File: config.mk
export PLATFORM = sky130hd
export DESIGN_NAME = mac_result_packer
export DESIGN_NICKNAME = d
export VERILOG_FILES = /design/src/rtl/mac_result_packer.sv
export SDC_FILE = /design/constraint.sdc
export NUM_CORES = 1
export LEC_CHECK = 0
export CAP_MARGIN = 15
export CORE_UTILIZATION = 40
export CTS_BUF_LIST = sky130_fd_sc_hd__clkbuf_4 sky130_fd_sc_hd__clkbuf_8 sky130_fd_sc_hd__clkbuf_16
export CTS_CLUSTER_DIAMETER = 40
export CTS_CLUSTER_SIZE = 16
export DETAILED_ROUTE_END_ITERATION = 6
export GPL_TIMING_DRIVEN = 0
export PLACE_DENSITY_LB_ADDON = 0.25
export SLEW_MARGIN = 40
export SYNTH_ARGS = -nofsm -noshare
export SYNTH_HDL_FRONTEND = slang
export SYNTH_SLANG_ARGS = --single-unit
export TNS_END_PERCENT = 1
File: constraint.sdc
create_clock -name clk_i -period 5.4 [get_ports clk_i]
set_clock_uncertainty 0.05 [all_clocks]
set_input_delay 0.81 -clock clk_i [delete_from_list [all_inputs] [get_ports clk_i]]
set_output_delay 0.81 -clock clk_i [all_outputs]
set_load 0.02 [all_outputs]
File: src/rtl/mac_result_packer.sv
// Saturating result packer between the MAC d stream and the TCDM sink streamer.
// Optional ReLU stage: define MAC_RESULT_PACKER_RELU_EN to add the relu_i port.
module mac_result_packer #(
  parameter int unsigned CNT_W     = 16,
  parameter int unsigned SAT_CNT_W = 16
) (
  input  logic                 clk_i,
  input  logic                 rst_ni,
  input  logic                 clear_i,
  input  logic                 enable_i,
  input  logic                 start_i,
  input  logic [CNT_W-1:0]     len_i,
  input  logic [1:0]           mode_i,
`ifdef MAC_RESULT_PACKER_RELU_EN
  input  logic                 relu_i,
`endif
  input  logic                 d_valid_i,
  output logic                 d_ready_o,
  input  logic [31:0]          d_data_i,
  output logic                 q_valid_o,
  input  logic                 q_ready_i,
  output logic [31:0]          q_data_o,
  output logic [3:0]           q_strb_o,
  output logic                 busy_o,
  output logic                 done_o,
  output logic [SAT_CNT_W-1:0] sat_cnt_o
);

  typedef enum logic [1:0] {IDLE, PACK, DRAIN} state_e;
  typedef enum logic [1:0] {MODE_32 = 2'd0, MODE_16 = 2'd1, MODE_8 = 2'd2} mode_e;

  state_e               state_q, state_d;
  mode_e                mode_q, mode_d, mode_in;
  logic [CNT_W-1:0]     len_q, len_d, cnt_q, cnt_d;
  logic [1:0]           lane_q, lane_d;
  logic [31:0]          stage_q, stage_d, q_data_q, q_data_d;
  logic [3:0]           q_strb_q, q_strb_d;
  logic                 q_valid_q, q_valid_d, done_q, done_d;
  logic [SAT_CNT_W-1:0] sat_cnt_q, sat_cnt_d;

  logic               start_job, accept, q_hs, last_elem, lane_last, complete, clipped;
  logic signed [31:0] elem, sat_v, max_v, min_v;
  logic [31:0]        lane_word;
  logic [3:0]         lane_strb;

  always_comb begin
    case (mode_i)
      2'd1:    mode_in = MODE_16;
      2'd2:    mode_in = MODE_8;
      default: mode_in = MODE_32;
    endcase
  end

`ifdef MAC_RESULT_PACKER_RELU_EN
  logic relu_q, relu_d;

  always_comb begin
    relu_d = relu_q;
    if (start_job) relu_d = relu_i;
  end

  always_ff @(posedge clk_i or negedge rst_ni) begin
    if (!rst_ni)      relu_q <= 1'b0;
    else if (clear_i) relu_q <= 1'b0;
    else              relu_q <= relu_d;
  end

  always_comb begin
    elem = d_data_i;
    if (relu_q && d_data_i[31]) elem = '0;
  end
`else
  always_comb begin
    elem = d_data_i;
  end
`endif

  // Clip bounds per precision; 32b bounds are the full range so nothing clips.
  always_comb begin
    case (mode_q)
      MODE_16: begin max_v = 32'sd32767; min_v = -32'sd32768; end
      MODE_8:  begin max_v = 32'sd127;   min_v = -32'sd128;   end
      default: begin max_v = 32'sh7FFF_FFFF; min_v = 32'sh8000_0000; end
    endcase
    clipped = (elem > max_v) || (elem < min_v);
    sat_v   = (elem > max_v) ? max_v : ((elem < min_v) ? min_v : elem);
  end

  always_comb begin
    case (mode_q)
      MODE_16: begin
        lane_word = {16'h0, sat_v[15:0]} << {lane_q[0], 4'h0};
        lane_strb = lane_q[0] ? 4'hF : 4'h3;
        lane_last = lane_q[0];
      end
      MODE_8: begin
        lane_word = {24'h0, sat_v[7:0]} << {lane_q, 3'h0};
        lane_strb = {lane_q == 2'd3, lane_q >= 2'd2, lane_q != 2'd0, 1'b1};
        lane_last = (lane_q == 2'd3);
      end
      default: begin
        lane_word = sat_v;
        lane_strb = 4'hF;
        lane_last = 1'b1;
      end
    endcase
    last_elem = (cnt_q == len_q - CNT_W'(1));
    complete  = lane_last || last_elem;
  end

  always_ff @(posedge clk_i or negedge rst_ni) begin
    if (!rst_ni)      state_q <= IDLE;
    else if (clear_i) state_q <= IDLE;
    else              state_q <= state_d;
  end

  always_comb begin
    state_d = state_q;
    if (enable_i) begin
      case (state_q)
        IDLE:    if (start_i && len_i != '0) state_d = PACK;
        PACK:    if (accept && last_elem) state_d = DRAIN;
        DRAIN:   if (q_hs) state_d = IDLE;
        default: state_d = IDLE;
      endcase
    end
  end

  // A completing element may load while the previous word is being accepted.
  always_comb begin
    start_job = enable_i && (state_q == IDLE) && start_i;
    d_ready_o = enable_i && (state_q == PACK) && (!complete || !q_valid_q || q_ready_i);
    accept    = d_valid_i && d_ready_o;
    q_hs      = enable_i && q_valid_q && q_ready_i;

    mode_d    = mode_q;
    len_d     = len_q;
    cnt_d     = cnt_q;
    lane_d    = lane_q;
    stage_d   = stage_q;
    q_data_d  = q_data_q;
    q_strb_d  = q_strb_q;
    q_valid_d = q_valid_q;
    sat_cnt_d = sat_cnt_q;
    done_d    = enable_i ? 1'b0 : done_q;

    if (start_job) begin
      mode_d    = mode_in;
      len_d     = len_i;
      cnt_d     = '0;
      lane_d    = '0;
      stage_d   = '0;
      sat_cnt_d = '0;
      done_d    = (len_i == '0);
    end
    if (q_hs) q_valid_d = 1'b0;
    if (accept) begin
      cnt_d = cnt_q + CNT_W'(1);
      if (clipped && sat_cnt_q != '1) sat_cnt_d = sat_cnt_q + SAT_CNT_W'(1);
      if (complete) begin
        q_data_d  = stage_q | lane_word;
        q_strb_d  = lane_strb;
        q_valid_d = 1'b1;
        lane_d    = '0;
        stage_d   = '0;
      end else begin
        stage_d = stage_q | lane_word;
        lane_d  = lane_q + 2'd1;
      end
    end
    if (state_q == DRAIN && q_hs) done_d = 1'b1;
  end

  always_ff @(posedge clk_i or negedge rst_ni) begin
    if (!rst_ni) begin
      mode_q    <= MODE_32;
      len_q     <= '0;
      cnt_q     <= '0;
      lane_q    <= '0;
      stage_q   <= '0;
      q_data_q  <= '0;
      q_strb_q  <= '0;
      q_valid_q <= 1'b0;
      sat_cnt_q <= '0;
      done_q    <= 1'b0;
    end else if (clear_i) begin
      mode_q    <= MODE_32;
      len_q     <= '0;
      cnt_q     <= '0;
      lane_q    <= '0;
      stage_q   <= '0;
      q_data_q  <= '0;
      q_strb_q  <= '0;
      q_valid_q <= 1'b0;
      sat_cnt_q <= '0;
      done_q    <= 1'b0;
    end else begin
      mode_q    <= mode_d;
      len_q     <= len_d;
      cnt_q     <= cnt_d;
      lane_q    <= lane_d;
      stage_q   <= stage_d;
      q_data_q  <= q_data_d;
      q_strb_q  <= q_strb_d;
      q_valid_q <= q_valid_d;
      sat_cnt_q <= sat_cnt_d;
      done_q    <= done_d;
    end
  end

  assign q_valid_o = q_valid_q;
  assign q_data_o  = q_data_q;
  assign q_strb_o  = q_strb_q;
  assign busy_o    = (state_q != IDLE);
  assign done_o    = done_q;
  assign sat_cnt_o = sat_cnt_q;

endmodule

; Word level (Yosys, flattened, before mapping)
; Index checks and enable logic that the tools add are counted.
[word_totals]
output_inout_bits = 56
regBits = 124
in_bits = 57
[op_classes]
n_eq_ne = 12
bitwise = 1
muxes = 48
order_cmp = 3
reduce_logical = 30
n_shift = 2
add_sub_neg = 4
[ops]
columns = operator, count
row1 = 32-bit two-way mux, 9
row2 = 16-bit two-way mux, 9
row3 = 31-bit one-hot mux with 2 select lines, 2
row4 = 32-bit one-hot mux with 2 select lines, 1
row5 = "16-bit by 1-bit adder with 16-bit output, second input constant", 2
row6 = 32-bit greater-than comparator, 1
row7 = 32-bit less-than comparator, 1
row8 = 32-bit bitwise OR, 1
row9 = 16-bit by 5-bit << shifter with 32-bit output, 1
row10 = 8-bit by 5-bit << shifter with 32-bit output, 1
row11 = 2-bit two-way mux, 11
row12 = 16-bit == test, 1
row13 = 16-bit zero test, 1
row14 = 4-bit two-way mux, 4
row15 = "16-bit != test, second input constant", 1
row16 = 16-bit nonzero test, 1
row17 = "16-bit by 1-bit subtractor with 16-bit output, second input constant", 1
row18 = 2-bit nonzero test, 6
row19 = 1-bit logical AND, 11
row20 = "3-bit != test, second input constant", 3
row21 = "2-bit == test, second input constant", 4
row22 = 1-bit two-way mux, 8
row23 = 4-bit one-hot mux with 2 select lines, 1
row24 = "2-bit by 1-bit == test with 1-bit output, second input constant", 3
row25 = 12 further kinds, 16

; Longest topological paths before layout
; Gate-level depths: netlist of the first run.
[depth]
ltp_word = 13
depth_mapped = 22
depth_no_buf = 21

; Worst setup path after synthesis of the first run
; No wires, ideal clock.
[synth_path]
kind = flip-flop to flip-flop
start = register mode_q[0]
end = register sat_cnt_q[2], in the netlist sat_cnt_o[2]
period_less_slack_ps = 4745
t_required_ps = 5230
stages_incl_launch_ff = 20
setup_slack_ps = 655
path_buffers = 3
arrival_time_ps = 4575
cell_sequence = dfrtp_1 inv_1 ha_1 clkbuf_1 clkinv_1 ha_1 o21ai_0 a21oi_1 o21ai_0 a21oi_1 a2bb2oi_1 o221ai_1 a221oi_1 ha_1 clkbuf_1 inv_1 clkbuf_1 a21boi_0 a31oi_1 a31o_2
[synth_between]
elab_chain_len = 10
word_cells_on_any_way = 18
cone_classes = 2 x order compare / 2 x eq/ne / 6 x mux / 8 x reduce/logical
[synth_rtl]
columns = element, line_no
row1 = start: declaration, 33  ; mode_e mode_q, mode_d, mode_in;
row2 = start signal: assignment, 198  ; mode_q <= mode_d;
row3 = "parallel branches: the longest is 8 deep, another holds 32-bit greater-than comparator", -
row4 = 16-bit two-way mux (*), 157  ; if (accept) begin
row5 = 16-bit two-way mux (*), 186  ; end else if (clear_i) begin
row6 = end signal: assignment, 206  ; sat_cnt_q <= sat_cnt_d;
row7 = end: declaration, 39  ; logic [SAT_CNT_W-1:0] sat_cnt_q, sat_cnt_d;
; Every way passes the cells marked *.
; A chain may end at the register's enable or synchronous reset.

; Final worst setup path of the first run
[layout_path]
start = register mode_q[0]
end = register q_data_q[11], in the netlist q_data_o[11]
[layout_between]
elab_chain_len = 11
word_cells_on_any_way = 25
cone_classes = 2 x order compare / 2 x eq/ne / 2 x shift / 9 x mux / 1 x bitwise / 9 x reduce/logical
[layout_rtl]
columns = element, line_no
row1 = 2-bit == test / 2-bit by 1-bit == test with 1-bit output (equally long branches), "80, 90"
row2 = 31-bit one-hot mux with 2 select lines, 80  ; case (mode_q)
row3 = 32-bit less-than comparator, 86  ; sat_v = (elem > max_v) ? max_v : ((elem < min_v) ? min_v : elem);
row4 = 32-bit two-way mux (2 in series), 86
row5 = 16-bit by 5-bit << shifter with 32-bit output / 8-bit by 5-bit << shifter with 32-bit output (equally long branches), "92, 97"
row6 = 32-bit one-hot mux with 2 select lines, 90  ; case (mode_q)
row7 = 32-bit bitwise OR, 161  ; q_data_d = stage_q | lane_word;
row8 = 32-bit two-way mux, 160  ; if (complete) begin
row9 = 32-bit two-way mux, 157
row10 = 32-bit two-way mux, 186
row11 = end signal: assignment, 203  ; q_data_q <= q_data_d;
row12 = end: declaration, 36  ; logic [31:0] stage_q, stage_d, q_data_q, q_data_d;
; Several ways; a longest one is shown, not always the timed one. The select of a mux whose other input is x is not followed.

==> out/qor.csv, run 1 <==
stage,metric,value,unit
worst_setup_path,reg2reg_from,mode_q[0]$_DFFE_PN0P_,
synth,synth_area_leaders,"dfrtp_1 (38%), ha_1 (7.4%), a21oi_1 (5.0%)",
global_routing,grt_max_degree,69,
final_layout,area_growth_syn_to_layout,26.2,%
route,vias,7976,
synth,yosysTopAreaCell,dfrtp_1,
worst_setup_path,critPathKind,register to register,
route,ant_nets,0,
pwr,ir_worst_vdd,0.000226,V
synth,async_flop_share,1.00,
timing,worst_pin_slew,0.856,ns
global_routing,grt_antenna_before_repair,0,
final_layout,final_area,10400,um^2
worst_setup_path,r2r-end,q_data_o[11]$_DFFE_PN0P_,
worst_setup_path,crit_path_start_kind,register,
min_path,holdCritPathClass,primary input to async pin,
global_routing,grt_pass1_wl,41.7,mm
timing,fmax,197,MHz
synth,syn_nets,1039,
worst_setup_path,cp_data_required_time,5.64,ns
route,wl_per_cell,18.9,um
synth,yosys.area.top_type_share,0.375,
worst_setup_path,worstPathCellList,inv_1 > ha_2 > clkbuf_4 > clkinv_4 > ha_1 > nand4b_1 > or2_2 > nor4_1 > o41ai_2 > nand2_2 > clkbuf_1 > nor3_1 > a211oi_1 > a211oi_1,
timing,tns,0,ns
clock_network,cts_tree,yes,
clock_network,cts_root_buf,clkbuf_16,
synth,syn_area,8270,um^2
global_routing,grt_pass1_vias,7581,
floorplanning,core_area,20200,um^2
worst_setup_path,startpoint,mode_q[0]$_DFFE_PN0P_,
clock_network,cts_buffers,17,
worst_setup_path,cp_top_family,simple AND/OR/NAND/NOR gates,
route,via_per_inst,5.92,
worst_setup_path,critPathBufInv,4,
worst_setup_path,reg2reg_depth,14,
placed_design,place_congestion,0.920,
timing,fin_crit,5.08,ns
route,finalWirelength,25.5,mm
clock_network,hold_buffers,0,
timing,finalHoldViolations,0,
synth,ys.flop_type,dfrtp_1,
placed_design,dpl_cell_area,9780,um^2
global_routing,grtUsageTotal,0.249,
final_layout,antennaDiodeCount,0,
floorplanning,rows,52,
clock_network,cts_setup_buffers,0,
worst_setup_path,endpoint_kind,register,
final_layout,fillerInstances,1910,
timing,maxSlewViolCount,0,
worst_setup_path,cp_max_fo,24,
synth,synthCells,933,
floorplanning,ioPinCount,113,
floorplanning,start_util,0.408,
job,maxCapViolations,0,
synth,ys_ff_latch,124,
worst_setup_path,crit_top_cell,a211oi_1,
timing,slew_headroom,0.429,
worst_setup_path,critPathMaxStageDelay,0.62,ns
floorplanning,dieArea,21200,um^2
worst_setup_path,arrival,5.32,ns
synth,ys_warn_count,0,
worst_setup_path,crit_slowest_cell,nor4_1,
pwr,total_leakage_power,4.31,nW
placed_design,io_buffers,112,
clock_network,htreeDepth,4,
timing,holdWs,0.258,ns
clock_network,clk_pin_slew,0.06,ns
synth,synth_area_per_cell,8.86,um^2
final_layout,nets,1171,
synth,synth_edf_count,0,
floorplanning,die_h,146,um
clock_network,clock_sinks,124,
timing,grt_setup_unrepaired,no,
pwr,pwr_density_cell,254,nW/um^2
timing,setup_viol,0,
route,drc,0,
clock_network,clockBufferDepth,2,
placed_design,place.detailed.hpwl,18.8,mm
worst_setup_path,r2r_slack,0.32,ns
route,dr.pass1.iters,5,
floorplanning,die_x,146,um
synth,synth_cell_type_count,82,
pwr,fin_total_pwr,2.65,mW
final_layout,final_layout_size_suffix_gt1_frac,0.0882,
synth,synth-seq-area-share,0.375,
route,drt_iter0_markers,548,
clock_network,clk_latency,0.43,ns
global_routing,grt_overflow,0,
run_status,status,"complete, no violations",
timing,post-route-period-util,0.941,
## area by class of cell
type,instances,area (um^2),area share
well taps,270,338,0.0324
clock buffers,18,433,0.0415
multi-input cells,721,4810,0.461
repair buffers,113,1150,0.111
inverters,29,118,0.0113
plain buffers,59,305,0.0293
clock inverters,13,169,0.0162
flip-flops and latches,124,3100,0.297
## Yosys cell counts, types with 8 or more instances
cell type,n
dfrtp_1,124
nor2_1,94
a21oi_1,82
nand2_1,82
ha_1,49
a211oi_1,41
clkbuf_1,39
nand3_1,33
inv_1,27
o21ai_0,26
and3_1,21
nor4_1,18
nor3_1,17
o2bb2ai_1,16
xnor2_1,16
nor2b_1,14
a221oi_1,13
a31oi_1,13
nand4_1,11
o31ai_1,10
a221o_1,9
o21a_1,9
or3_1,9
buf_6,8
## worst max path at each step
stage / slack (ns) / cells after the start / to
after floorplan: 0.65 / 19 / sat_cnt_o[2]$_DFF_PN0_
after CTS: 0.09 / 20 / q_data_o[24]$_DFFE_PN0P_
after global routing: 0.008 / 20 / q_data_o[28]$_DFFE_PN0P_
after detailed placement: -0.66 / 17 / sat_cnt_o[5]$_DFF_PN0_
final: 0.32 / 14 / q_data_o[11]$_DFFE_PN0P_
after global placement: -1.55 / 1 / len_q[9]$_DFFE_PN0P_
## placed cells by master (no fill, tap or decap), types with 5 or more instances in the layout
master	synthesis	final
or4_1	6	6
buf_2	6	6
o2bb2ai_1	16	16
nand4b_1	6	6
nor2_1	94	93
nand3b_1	5	5
clkbuf_16	0	17
nand3_1	33	33
a21o_1	7	7
o31ai_1	10	10
a211oi_1	41	40
o211ai_1	6	6
a221o_1	9	9
a31oi_1	13	13
a22oi_1	7	7
nor3_1	17	17
clkinv_4	0	5
a221oi_1	13	13
nand4_1	11	11
nand2b_1	7	7
nor4_1	18	17
or3_1	9	9
or2_2	7	7
buf_6	8	8
nor2b_1	14	14
dfrtp_1	124	124
ha_1	49	48
clkdlybuf4s50_1	0	111
xnor2_1	16	16
o21a_1	9	9
a21oi_1	82	82
clkinvlp_4	0	5
o21ai_0	26	26
inv_1	27	27
xor2_1	7	7
nand2_1	82	81
clkbuf_1	39	35
and3_1	21	21
## sequential cells by signal, indices dropped and copies added, names as in the netlist, 4 cells and up
name	cells
cnt_q	16
len_q	16
q_data_o	32
q_strb_o	4
sat_cnt_o	16
stage_q	32
## metrics by stage
stage | std cells | worst slack, ns | utilization
detailed placement | 1316 | -0.657 | 0.483
finish | 1347 | 0.318 | 0.516
global route | 1347 | 0.00809 | 0.516
floorplan | 933 | 0.655 | -
global placement | 1315 | -1.55 | 0.481
CTS | 1347 | 0.0885 | 0.513
## repair_timing
action | in CTS | in global routing
hold endpoints to repair | 0 | 0
resized for setup | 3 | 14
setup endpoints to repair | 78 | 60
## cells by family (layout without fill, tap and decap cells)
group	Yosys count	in the layout	share of synthesized area
AO/OA/AOI/OAI	292	292	0.253
multiplexers	7	7	0.00908
XOR/XNOR	23	23	0.0244
buffers and inverters	88	232	0.0492
AND/OR/NAND/NOR	350	350	0.215
adder cells (fa/ha/maj)	49	49	0.0742
flip-flops	124	124	0.375
## power by group
group | switching (mW) | leakage, nW | internal, mW
sequential | 0.0136 | 1.72 | 0.947
combinational | 0.315 | 2.31 | 0.200
clock | 0.444 | 0.282 | 0.729
## worst register-to-register path, stage by stage (launching register included)
cell and delay, ns:
dfrtp_1 0.38, inv_1 0.09, ha_2 0.45, clkbuf_4 0.28, clkinv_4 0.21, ha_1 0.44
nand4b_1 0.19, or2_2 0.35, nor4_1 0.62, o41ai_2 0.31, nand2_2 0.23, clkbuf_1 0.43
nor3_1 0.18, a211oi_1 0.58, a211oi_1 0.16
## metal layers
| layer | part of all wire | track usage | up-vias |
|---|---|---|---|
| li1 | - | - | 3784 |
| met1 | 0.47 | 0.357 | 3849 |
| met2 | 0.45 | 0.380 | 304 |
| met3 | 0.064 | 0.0483 | 39 |
| met4 | 0.016 | 0.0763 | 0 |
| met5 | 0 | 0 | - |
No activity file was read; power rests on OpenSTA's default activity.
==> run 2, diff against run 1 <==
--- a/config.mk
+++ b/config.mk
@@ -6,8 +6,8 @@
 export NUM_CORES = 1
 export LEC_CHECK = 0
 export CAP_MARGIN = 15
+export CORE_ASPECT_RATIO = 1.25
 export CORE_UTILIZATION = 40
-export CTS_BUF_LIST = sky130_fd_sc_hd__clkbuf_4 sky130_fd_sc_hd__clkbuf_8 sky130_fd_sc_hd__clkbuf_16
 export CTS_CLUSTER_DIAMETER = 40
 export CTS_CLUSTER_SIZE = 16
 export DETAILED_ROUTE_END_ITERATION = 6
==> run 2 against run 1 <==
  * Fmax fell by 1.2%
  * Count of clock-buffer cells in the layout is the same
  * Die area hardly changed
  * Critical path type unchanged
==> out/qor.csv, run 2 (same netlist as run 1, synthesis figures left out) <==
stage,metric,value,unit
global_routing,grt_pass1_wl,42.0,mm
floorplanning,start_util,0.410,
timing,worst_pin_slew,0.892,ns
clock_network,clk_pin_slew,0.06,ns
global_routing,grt_max_degree,68,
route,finalWirelength,26.4,mm
clock_network,cts_buffers,17,
final_layout,fillerInstances,1943,
worst_setup_path,reg2reg_from,mode_q[0]$_DFFE_PN0P_,
placed_design,pre_cts_ws,-0.747,ns
clock_network,hold_buffers,0,
timing,post-route-period-util,0.953,
floorplanning,ioPinCount,113,
final_layout,final_area,10500,um^2
clock_network,cts_tree,yes,
worst_setup_path,r2r-end,q_data_o[13]$_DFFE_PN0P_,
pwr,ir_worst_vdd,0.000244,V
placed_design,place_congestion,0.943,
pwr,pwr_density_cell,252,nW/um^2
global_routing,grt_pass1_vias,7783,
worst_setup_path,critPathKind,register to register,
worst_setup_path,cp_data_required_time,5.64,ns
final_layout,multiInputGateArea,4850,um^2
worst_setup_path,endpoint_kind,register,
clock_network,htreeDepth,4,
final_layout,final_layout_size_suffix_gt1_frac,0.100,
route,dr.pass1.iters,5,
route,drc,0,
floorplanning,rows,58,
worst_setup_path,arrival,5.38,ns
route,met3_length,1.37,mm
floorplanning,dieArea,21200,um^2
floorplanning,die_x,131,um
worst_setup_path,startpoint,mode_q[0]$_DFFE_PN0P_,
route,wl_per_cell,19.6,um
clock_network,clockBufferDepth,2,
timing,slew_headroom,0.399,
worst_setup_path,reg2reg_depth,14,
placed_design,placed_cells,1317,
route,vias,7993,
global_routing,grt_overflow,0,
final_layout,final_cell_mix,"dfrtp_1 (124), clkdlybuf4s50_1 (111), nor2_1 (93)",
clock_network,clk_latency,0.43,ns
timing,setup_viol,0,
final_layout,antennaDiodeCount,0,
worst_setup_path,r2r_slack,0.26,ns
final_layout,nets,1173,
final_layout,layout_commonest_cell,dfrtp_1,
placed_design,dpl_cell_area,9780,um^2
timing,setup_slack,0.255,ns
placed_design,io_buffers,112,
worst_setup_path,crit_path_end,q_data_o[13]$_DFFE_PN0P_,
final_layout,area_growth_syn_to_layout,26.7,%
final_layout,regArea,3100,um^2
global_routing,grtUsageTotal,0.261,
final_layout,stdcell_count,1350,
min_path,holdCritPathClass,primary input to async pin,
timing,tns,0,ns
route,via_per_inst,5.92,
placed_design,place.detailed.hpwl,20.0,mm
timing,grt_setup_unrepaired,yes,
timing,finalHoldViolations,0,
timing,fmax,194,MHz
route,ant_nets,0,
timing,fin_crit,5.14,ns
global_routing,grt_antenna_before_repair,0,
job,maxCapViolations,0,
run_status,status,"complete, no violations",
clock_network,cts_root_buf,clkbuf_16,
floorplanning,die_h,163,um
route,wl_met1,10.8,mm
route,route.met2.wl,13.2,mm
route,drt_iter0_markers,477,
floorplanning,core_area,20200,um^2
route,top_layer,met4,
timing,maxSlewViolCount,0,
worst_setup_path,cp_max_fo,24,
worst_setup_path,crit_path_start_kind,register,
pwr,total_leakage_power,4.32,nW
clock_network,clock_sinks,124,
[run 2: cell count changes in the layout (fill, tap and decap cells not counted), moves of 3 or more]
| cell | before | now |
|---|---|---|
| inv_8 | 0 | 3 |
| o31ai_1 | 10 | 7 |
| a221oi_2 | 0 | 4 |
| buf_2 | 6 | 9 |
| inv_6 | 1 | 5 |
| clkinvlp_4 | 5 | 2 |
| o31ai_2 | 0 | 3 |
| a221oi_1 | 13 | 9 |
[run 2: worst min path at each step]
stage	slack [ns]	to
4_1_cts	0.28	sat_cnt_o[3]$_DFF_PN0_
5_1_grt	0.30	sat_cnt_o[3]$_DFF_PN0_
3_3_place_gp	0.42	stage_q[17]$_DFFE_PN0P_
3_5_place_dp	0.43	stage_q[28]$_DFFE_PN0P_
2_1_floorplan	0.41	stage_q[10]$_DFFE_PN0P_
6_report	0.26	sat_cnt_o[3]$_DFF_PN0_
[run 2: stage by stage]
step	total power, mW	utilization	hold WS (ns)
floorplan	1.27	-	0.406
global placement	1.48	0.482	0.422
detailed placement	1.49	0.485	0.428
CTS	2.64	0.515	0.280
global route	2.74	0.519	0.297
finish	2.64	0.519	0.263
[run 2: what timing repair did]
action	4_1_cts	5_1_grt
endpoints found under the setup margin	78	70
pin swaps	0	1
cloned	0	0
gates resized for setup	5	24
setup buffers	0	1
[run 2: power breakdown]
part	total (mW)	switching [mW]	internal [mW]
registers	0.960	0.0136	0.946
clock network	1.16	0.492	0.664
logic	0.526	0.323	0.203
[run 2: metal layers]
layer,vias up,track usage
li1,3783,-
met1,3838,0.314
met2,308,0.452
met3,64,0.0440
met4,0,0.113
met5,-,0
[run 2: worst max-delay path, stage by stage (launching register included)]
cell,delay (ns)
dfrtp_1,0.42
inv_1,0.09
ha_2,0.45
buf_2,0.29
clkinv_4,0.24
ha_1,0.36
or4b_2,0.63
nor4_1,0.48
nor4_1,0.18
o41a_1,0.26
nor2_1,0.33
clkbuf_2,0.34
nor2_1,0.13
a211oi_1,0.57
a211oi_1,0.16
[run 2: area by class of cell]
class / instances / area share
Clock buffer: 18 / 0.0420
Clock inverter: 14 / 0.0143
Timing Repair Buffer: 115 / 0.111
Tap cell: 270 / 0.0323
Sequential cell: 124 / 0.296
Buffer: 59 / 0.0292
Inverter: 29 / 0.0112
Multi-Input combinational cell: 721 / 0.463
==> run 3, diff against run 2 <==
--- a/config.mk
+++ b/config.mk
@@ -12,7 +12,7 @@
 export CTS_CLUSTER_SIZE = 16
 export DETAILED_ROUTE_END_ITERATION = 6
 export GPL_TIMING_DRIVEN = 0
-export PLACE_DENSITY_LB_ADDON = 0.25
+export PLACE_DENSITY = 0.68
 export SLEW_MARGIN = 40
 export SYNTH_ARGS = -nofsm -noshare
 export SYNTH_HDL_FRONTEND = slang
==> constraint.sdc (replaced) <==
create_clock -name clk_i -period 4.35 [get_ports clk_i]
set_clock_uncertainty 0.05 [all_clocks]
set_input_delay 0.6525 -clock clk_i [delete_from_list [all_inputs] [get_ports clk_i]]
set_output_delay 0.6525 -clock clk_i [all_outputs]
set_load 0.02 [all_outputs]
==> run 3 against run 2 <==
  * Sequential power is 24% higher
  * Final cell count is 0.44% higher
  * Count of clock-buffer cells in the layout stayed put
  * Register-to-register slack worse by 0.11 ns
  * Final area is 3.4% higher
  * Combinational power is 32% higher
  * Sequential cell count stayed put
  * First-iteration DRC count is 26% higher
  * Die area stayed put
  * Worst setup slack worse by 0.11 ns
==> out/qor.csv, run 3 (same netlist as run 1, synthesis figures left out) <==
stage,metric,value,unit
run_status,status,"complete, no violations",
global_routing,grt_pass1_wl,43.3,mm
route,via_per_inst,5.96,
route,dr.pass1.iters,7,
placed_design,dpl_cell_area,9790,um^2
global_routing,grt_pass1_vias,8038,
worst_setup_path,crit_path_start_kind,register,
pwr,p_comb_frac,0.202,
clock_network,cts_tree,yes,
worst_setup_path,endpoint_kind,output pin,
placed_design,io_buffers,112,
timing,setup_viol,0,
pwr,p_int,2.42,mW
final_layout,layout_commonest_cell,dfrtp_1,
route,wl_per_cell,20.1,um
worst_setup_path,reg2reg_from,mode_q[1]$_DFFE_PN0P_,
pwr,ir_worst_vdd,0.000280,V
timing,finalHoldViolations,0,
timing,grt_setup_unrepaired,yes,
worst_setup_path,arrival,3.50,ns
placed_design,place.detailed.hpwl,20.1,mm
worst_setup_path,cp_data_required_time,3.65,ns
clock_network,clockBufferDepth,2,
pwr,p_seq_frac,0.346,
worst_setup_path,critPathMaxStageDelay,0.56,ns
final_layout,final_cell_mix,"dfrtp_1 (123), clkdlybuf4s50_1 (110), nor2_1 (90)",
pwr,pwr_density_cell,318,nW/um^2
global_routing,grt_overflow,0,
timing,maxSlewViolCount,0,
pwr,total_leakage_power,4.48,nW
final_layout,nets,1179,
worst_setup_path,worstPathCellList,clkbuf_1 > or4_1 > clkbuf_2 > nor4_2 > mux2_2 > o21a_1 > nor4_4 > o21ai_0 > and3_1 > dlygate4sd2_1,
clock_network,clk_latency,0.43,ns
job,maxCapViolations,0,
pwr,p_sw,1.02,mW
global_routing,grt_max_degree,74,
timing,fmax,238,MHz
route,finalWirelength,27.3,mm
pwr,power_frac_clock,0.452,
worst_setup_path,crit_slowest_cell,or4_1,
clock_network,clk_pin_slew,0.06,ns
floorplanning,die_h,163,um
timing,slew_headroom,0.302,
route,ant_nets,0,
floorplanning,dieArea,21200,um^2
worst_setup_path,critPathKind,register to output pin,
global_routing,grt_antenna_before_repair,0,
min_path,holdCritPathClass,primary input to async pin,
route,drc,0,
floorplanning,rows,58,
floorplanning,die_x,131,um
clock_network,clock_sinks,124,
pwr,swShare,0.296,
worst_setup_path,r2r_slack,0.15,ns
clock_network,cts_root_buf,clkbuf_16,
worst_setup_path,r2r-end,q_data_o[27]$_DFFE_PN0P_,
timing,holdWs,0.0868,ns
worst_setup_path,critPathBufInv,3,
floorplanning,start_util,0.410,
route,vias,8087,
timing,post-route-period-util,0.967,
global_routing,grtUsageTotal,0.270,
worst_setup_path,cp_top_family,simple AND/OR/NAND/NOR gates,
final_layout,final_layout_size_suffix_gt1_frac,0.137,
timing,tns,0,ns
placed_design,place_congestion,0.917,
route,drt_iter0_markers,600,
floorplanning,ioPinCount,113,
worst_setup_path,cp_num_cells,10,
timing,worst_pin_slew,1.04,ns
worst_setup_path,reg2reg_depth,17,
floorplanning,core_area,20200,um^2
clock_network,cts_buffers,17,
final_layout,area_growth_syn_to_layout,30.9,%
worst_setup_path,cp_max_fo,8,
final_layout,antennaDiodeCount,0,
clock_network,htreeDepth,4,
timing,fin_crit,4.20,ns
final_layout,final_area,10800,um^2
-- run 3: how the worst max path moves through the flow --
stage	from	endpoint	slack, ns
6_report	len_q[4]$_DFFE_PN0P_	d_ready_o	0.15
2_1_floorplan	mode_q[0]$_DFFE_PN0P_	q_data_o[28]$_DFFE_PN0P_	0.06
3_3_place_gp	rst_ni	len_q[11]$_DFFE_PN0P_	-2.53
3_5_place_dp	mode_q[0]$_DFFE_PN0P_	q_data_o[18]$_DFFE_PN0P_	-1.42
5_1_grt	len_q[3]$_DFFE_PN0P_	d_ready_o	-0.02
4_1_cts	mode_q[0]$_DFFE_PN0P_	q_data_o[26]$_DFFE_PN0P_	-0.14
-- run 3: timing repair --
action	CTS	global route
gates resized for setup	42	46
hold buffers	0	0
pin swaps	4	8
setup buffers	4	4
endpoints found under the setup margin	81	79
-- run 3: area by class of cell --
class,count,area (um^2)
multi-input cells,721,5060
clock buffers,18,429
well taps,270,338
plain buffers,58,338
fillers,1943,9350
repair buffers,122,1220
inverters,29,129
clock inverters,14,210
flip-flops and latches,124,3100
-- run 3: power by group through the flow --
stage	Combinational [mW]	Clock [mW]	Sequential, mW
2_1_floorplan	0.356	0	1.23
3_3_place_gp	0.623	0	1.21
3_5_place_dp	0.631	0	1.21
4_1_cts	0.658	1.57	1.19
5_1_grt	0.755	1.62	1.20
6_report	0.696	1.56	1.19
-- run 3: layer usage --
metal | routed length, um | part of all wire | vias to the layer above | GRT usage
met4 | 1090 | 0.040 | 0 | 0.128
met2 | 13800 | 0.50 | 299 | 0.464
li1 | - | - | 3802 | -
met3 | 1320 | 0.048 | 72 | 0.0457
met1 | 11100 | 0.41 | 3914 | 0.324
met5 | 0 | 0 | - | 0
-- run 3: metrics by stage --
step                utilization  power (mW)  setup WS [ns]  cells
finish                    0.536        3.45          0.145   1356
floorplan                     -        1.58         0.0574    933
global placement          0.482        1.84          -2.53   1315
detailed placement        0.485        1.85          -1.42   1317
global route              0.536        3.57        -0.0150   1356
CTS                       0.526        3.42         -0.142   1352
